## src/rtl/evm_ballot_conditioner.sv

```systemverilog
// Input conditioner for the vote logger: synchronises and debounces the mode switch and
// candidate buttons, then turns each voting-mode press into a single-cycle ballot vector.
module evm_ballot_conditioner #(
    parameter int DEBOUNCE_CYCLES = 16,
    parameter int COLLECT_CYCLES  = 8,
    parameter int LOCKOUT_CYCLES  = 32,
    parameter int CNT_W           = 20
) (
    input  logic       clk,
    input  logic       reset,
    input  logic       mode_raw,
    input  logic [3:0] candid_button_raw,
    output logic       mode,
    output logic [3:0] candid_button,
    output logic       busy,
    output logic       ballot_strobe
);

    typedef enum logic [2:0] {
        IDLE,
        COLLECT,
        EMIT,
        RELEASE,
        LOCKOUT
    } state_t;

    localparam logic [CNT_W-1:0] DEB_LAST     = CNT_W'(DEBOUNCE_CYCLES - 1);
    localparam logic [CNT_W-1:0] COLLECT_LAST = CNT_W'(COLLECT_CYCLES - 1);
    localparam logic [CNT_W-1:0] LOCK_LAST    = CNT_W'(LOCKOUT_CYCLES - 1);
    localparam logic [CNT_W-1:0] CNT_MAX      = '1;

    // Bit 4 carries the mode switch, bits 3:0 the candidate buttons.
    logic [4:0]       sync1;
    logic [4:0]       sync2;
    logic [4:0]       stable;
    logic [CNT_W-1:0] deb_cnt [5];

    logic       stable_mode;
    logic [3:0] stable_btn;

    logic       mode_q;
    logic [3:0] disp_q;

    state_t           state, state_d;
    logic [3:0]       acc, acc_d;
    logic [CNT_W-1:0] cnt, cnt_d;

    assign stable_mode = stable[4];
    assign stable_btn  = stable[3:0];

    // NOTE: every sequential block uses non-blocking assignments so all registers
    // update together from pre-edge values, independent of block ordering.
    always_ff @(posedge clk) begin
        if (reset) begin
            sync1  <= '0;
            sync2  <= '0;
            stable <= '0;
            for (int i = 0; i < 5; i++) begin
                deb_cnt[i] <= '0;
            end
        end else begin
            sync1 <= {mode_raw, candid_button_raw};
            sync2 <= sync1;
            for (int i = 0; i < 5; i++) begin
                if (sync2[i] == stable[i]) begin
                    deb_cnt[i] <= '0;
                end else if (deb_cnt[i] >= DEB_LAST) begin
                    // The DEBOUNCE_CYCLES-th differing cycle flips the level.
                    stable[i]  <= sync2[i];
                    deb_cnt[i] <= '0;
                end else begin
                    deb_cnt[i] <= deb_cnt[i] + CNT_W'(1);
                end
            end
        end
    end

    always_ff @(posedge clk) begin
        if (reset) begin
            mode_q <= 1'b0;
            disp_q <= '0;
            state  <= IDLE;
            acc    <= '0;
            cnt    <= '0;
        end else begin
            mode_q <= stable_mode;
            disp_q <= stable_btn;
            state  <= state_d;
            acc    <= acc_d;
            cnt    <= cnt_d;
        end
    end

    // NOTE: every signal driven here gets a default first, so no path can infer a latch.
    always_comb begin
        state_d = state;
        acc_d   = acc;
        cnt_d   = cnt;
        unique case (state)
            IDLE: begin
                if (!stable_mode && (|stable_btn)) begin
                    state_d = COLLECT;
                    acc_d   = stable_btn;
                    cnt_d   = CNT_W'(1);
                end
            end
            COLLECT: begin
                if (stable_mode) begin
                    // Mode flipped mid-window: drop the ballot without emitting it.
                    state_d = RELEASE;
                    acc_d   = '0;
                end else begin
                    acc_d = acc | stable_btn;
                    if (cnt != CNT_MAX) begin
                        cnt_d = cnt + CNT_W'(1);
                    end
                    if (cnt >= COLLECT_LAST) begin
                        state_d = EMIT;
                    end
                end
            end
            EMIT: begin
                state_d = RELEASE;
                acc_d   = '0;
            end
            RELEASE: begin
                if (~|stable_btn) begin
                    state_d = LOCKOUT;
                    cnt_d   = '0;
                end
            end
            LOCKOUT: begin
                if (cnt >= LOCK_LAST) begin
                    state_d = IDLE;
                    cnt_d   = '0;
                end else if (cnt != CNT_MAX) begin
                    cnt_d = cnt + CNT_W'(1);
                end
            end
            default: begin
                state_d = IDLE;
                acc_d   = '0;
                cnt_d   = '0;
            end
        endcase
    end

    // Display pass-through only applies while parked in IDLE; in-flight ballots finish first.
    assign mode          = mode_q;
    assign busy          = (state != IDLE);
    assign ballot_strobe = (state == EMIT);
    assign candid_button = (state == EMIT)            ? acc    :
                           (state == IDLE && mode_q)  ? disp_q : 4'b0000;

endmodule
```

## config.mk

```make
export PLATFORM = sky130hd
export DESIGN_NAME = evm_ballot_conditioner
export DESIGN_NICKNAME = d
export VERILOG_FILES = /design/src/rtl/evm_ballot_conditioner.sv
export SDC_FILE = /design/constraint.sdc
export NUM_CORES = 1
export LEC_CHECK = 0
export CAP_MARGIN = 40
export CORE_MARGIN = 2
export CORE_UTILIZATION = 70
export CTS_BUF_LIST = sky130_fd_sc_hd__clkbuf_8
export CTS_CLUSTER_DIAMETER = 30
export CTS_CLUSTER_SIZE = 8
export DETAILED_ROUTE_END_ITERATION = 8
export DONT_BUFFER_PORTS = 1
export GPL_TIMING_DRIVEN = 0
export PLACE_DENSITY_LB_ADDON = 0.25
export SETUP_SLACK_MARGIN = 0.4
export SLEW_MARGIN = 20
export SYNTH_ARGS = -nofsm -noshare
export SYNTH_HDL_FRONTEND = slang
export SYNTH_SLANG_ARGS = --single-unit
```

## constraint.sdc

```tcl
create_clock -name clk -period 5.2 [get_ports clk]
set_input_delay 0.78 -clock clk [delete_from_list [all_inputs] [get_ports clk]]
set_output_delay 0.78 -clock clk [all_outputs]
set_load 0.03 [all_outputs]
```

==> reports/results.tsv <==
metric	value	unit
outcome	finished clean	
grt_pass1_wl	19300	um
num_vias	3938	
synth_ff_type	edfxtp_1	
cp.required	4.42	ns
dpl.hpwl	7140	um
clockBufferDepth	2	
ys_seq_elements	147	
initial_core_util	0.727	
hold_ws	0.461	ns
instances_no_fill	733	
cts_setup_buffers	0	
setup_violations	0	
power_leakage	0.00267	uW
drt-total-wl	12100	um
cts_sinks	147	
areaGrowthSynthToFinish	21.4	%
cts-root-buf	clkbuf_8	
synth_top_area_cell	edfxtp_1	
dieArea	8850	sq um
die_w	94.1	um
synth_edf_count	100	
crit_start	state[2]	
slew_headroom	0.504	
grt-ovfl-total	0	
synth.avg_cell_area	13.5	sq um
finClkSkew	0.0138	ns
grt_antenna_before_repair	0	
tritoncts	done	
fin_crit_sh	0.593	
r2r_start	cnt[0]	
fillerInstances	343	
fin_tns_setup	0	ns
regArea	3940	sq um
fp-row-count	32	
fmax	324	MHz
path_clk_slew	0.08	ns
worst_setup_path_end_kind	output port	
wl_per_cell	16.5	um
routed_via_density	5.37	
drtPass1Iterations	5	
grt_max_degree	17	
yosys_warnings	0	
coreArea	7810	sq um
multi_input_area	2310	sq um
numPortBuffers	0	
async_reset_ff_frac	0	
gp_congestion	0.885	
nets	631	
drive_gt1_frac	0.0777	
drv_slew	0	
grt_pass1_vias	4126	
cts-buffers-inserted	17	
critPathKind	reg2out	
fin_util	0.883	
hold_viol	0	
max_cap_viol_count	0	
critPathArrivalTime	2.30	ns
min_path_type	in2reg	
die_y	94.1	um
synth_top_area_share	0.529	
synth_area_leaders	edfxtp_1 (53%), dfxtp_1 (17%), xnor2_1 (3.1%)	
antennaDiodeCount	0	
hold_buffers	0	
dp_cells	701	
htree_levels	4	
ant_nets	0	
ys_seq_area_frac	0.695	
startpoint_type	flop	
post-route-drc-count	0	
worst_slew_pin_slew	0.737	ns
syn_area	5680	sq um
vdd_ir_drop_max	0.000368	V
cts.repair.resized	0	
crit_fanout	10	
synthCells	420	
clock_latency	0.46	ns
power.density	377	nW/um^2
post-route-min-period	3.08	ns
track_usage	0.301	
hp-start	candid_button_raw[0]	
rsz0062_at_grt	false	
synth.distinct_cells	49	
drt_iter0_drc	333	
p_total	2600	uW
io_pins	14	
-- critical path, cell delays in order (launching register included) --
cell,delay [ns]
dfxtp_1,0.35
clkbuf_1,0.28
nor3_1,0.53
and2_1,0.31
a22o_1,0.40
-- cell type report --
type,instances,area share
clock inverter,14,0.0229
multi-input combinational,430,0.335
sequential,147,0.572
tap,102,0.0185
inverter,7,0.00381
clock buffer,18,0.0360
buffer,14,0.0105
timing repair buffer,1,0.00109
-- worst paths after layout --
check                           to  slack [ns]  cells past startpoint
hold / removal            sync1[0]        0.46                      1
hold reg to reg           sync2[4]        0.46                      1
setup / recovery  candid_button[1]        2.12                      4
setup reg to reg           cnt[17]        2.85                      7
-- power by group --
part / total (uW) / switching (uW) / leakage, uW / internal [uW]
clock network: 894 / 481 / 0.000197 / 412
registers: 1370 / 41.1 / 0.00137 / 1330
logic: 335 / 236 / 0.00111 / 98.8
total: 2600 / 758 / 0.00267 / 1840
-- metal layers --
metal	up-vias	track usage	part of all wire
met5	-	0	0
met4	0	0.180	0.050
met3	58	0.0811	0.069
met2	211	0.535	0.52
met1	1854	0.316	0.36
li1	1815	-	-
-- cells in the mapped netlist (5+ instances only) --
cell,instances
edfxtp_1,100
dfxtp_1,47
nor2_1,46
nor4_1,26
xnor2_1,20
nor2b_1,15
nor3_1,15
nand3_1,14
nand4_1,13
nand2_1,11
a31oi_1,9
and3_1,8
clkbuf_1,8
xor2_1,8
a21oi_1,7
inv_1,7
ha_1,6
and4_1,5
mux2i_1,5
-- cells in the final DEF (no fill, tap or decap), types with 3 or more instances in the layout --
| cell type | count |
|---|---|
| clkbuf_1 | 8 |
| inv_6 | 3 |
| clkbuf_8 | 18 |
| ha_1 | 6 |
| clkinvlp_4 | 3 |
| conb_1 | 180 |
| edfxtp_1 | 100 |
| dfxtp_1 | 47 |
| nor3_1 | 15 |
| and4_1 | 5 |
| and3_1 | 8 |
| a211oi_1 | 3 |
| nand4_1 | 13 |
| nand2_1 | 11 |
| o21ai_0 | 4 |
| a22o_1 | 4 |
| mux2i_1 | 5 |
| nand3_1 | 14 |
| nor2b_1 | 15 |
| a31oi_1 | 9 |
| xnor2_1 | 20 |
| inv_8 | 4 |
| nor4_1 | 26 |
| nor2_1 | 46 |
| xor2_1 | 8 |
| a22oi_1 | 4 |
| buf_2 | 4 |
| inv_1 | 7 |
| a21oi_1 | 7 |
-- through the flow --
step / worst slack, ns / cell area (sq um)
after global placement: 1.98 / 6470
after floorplan: 2.39 / 6340
after global routing: 2.07 / 6890
after CTS: 2.19 / 6890
final: 2.12 / 6890
after detailed placement: 2.78 / 6480
-- registers in the layout, summed over array words and instances, names as in the netlist --
name,cells
deb_cnt,100
cnt,20
stable,5
sync1,5
sync2,5
acc,4
disp_q,4
state,3
mode,1
-- logic make-up after synthesis --
family | count (synthesis) | synth area share
other cells | 2 | 0.00132
simple gates | 169 | 0.166
fa+ha+maj | 6 | 0.0132
flops | 147 | 0.695
xor+xnor | 28 | 0.0432
mux | 5 | 0.00882
compound gates | 42 | 0.0553
buf+inv | 21 | 0.0174
(Power assumes the default switching activity.)
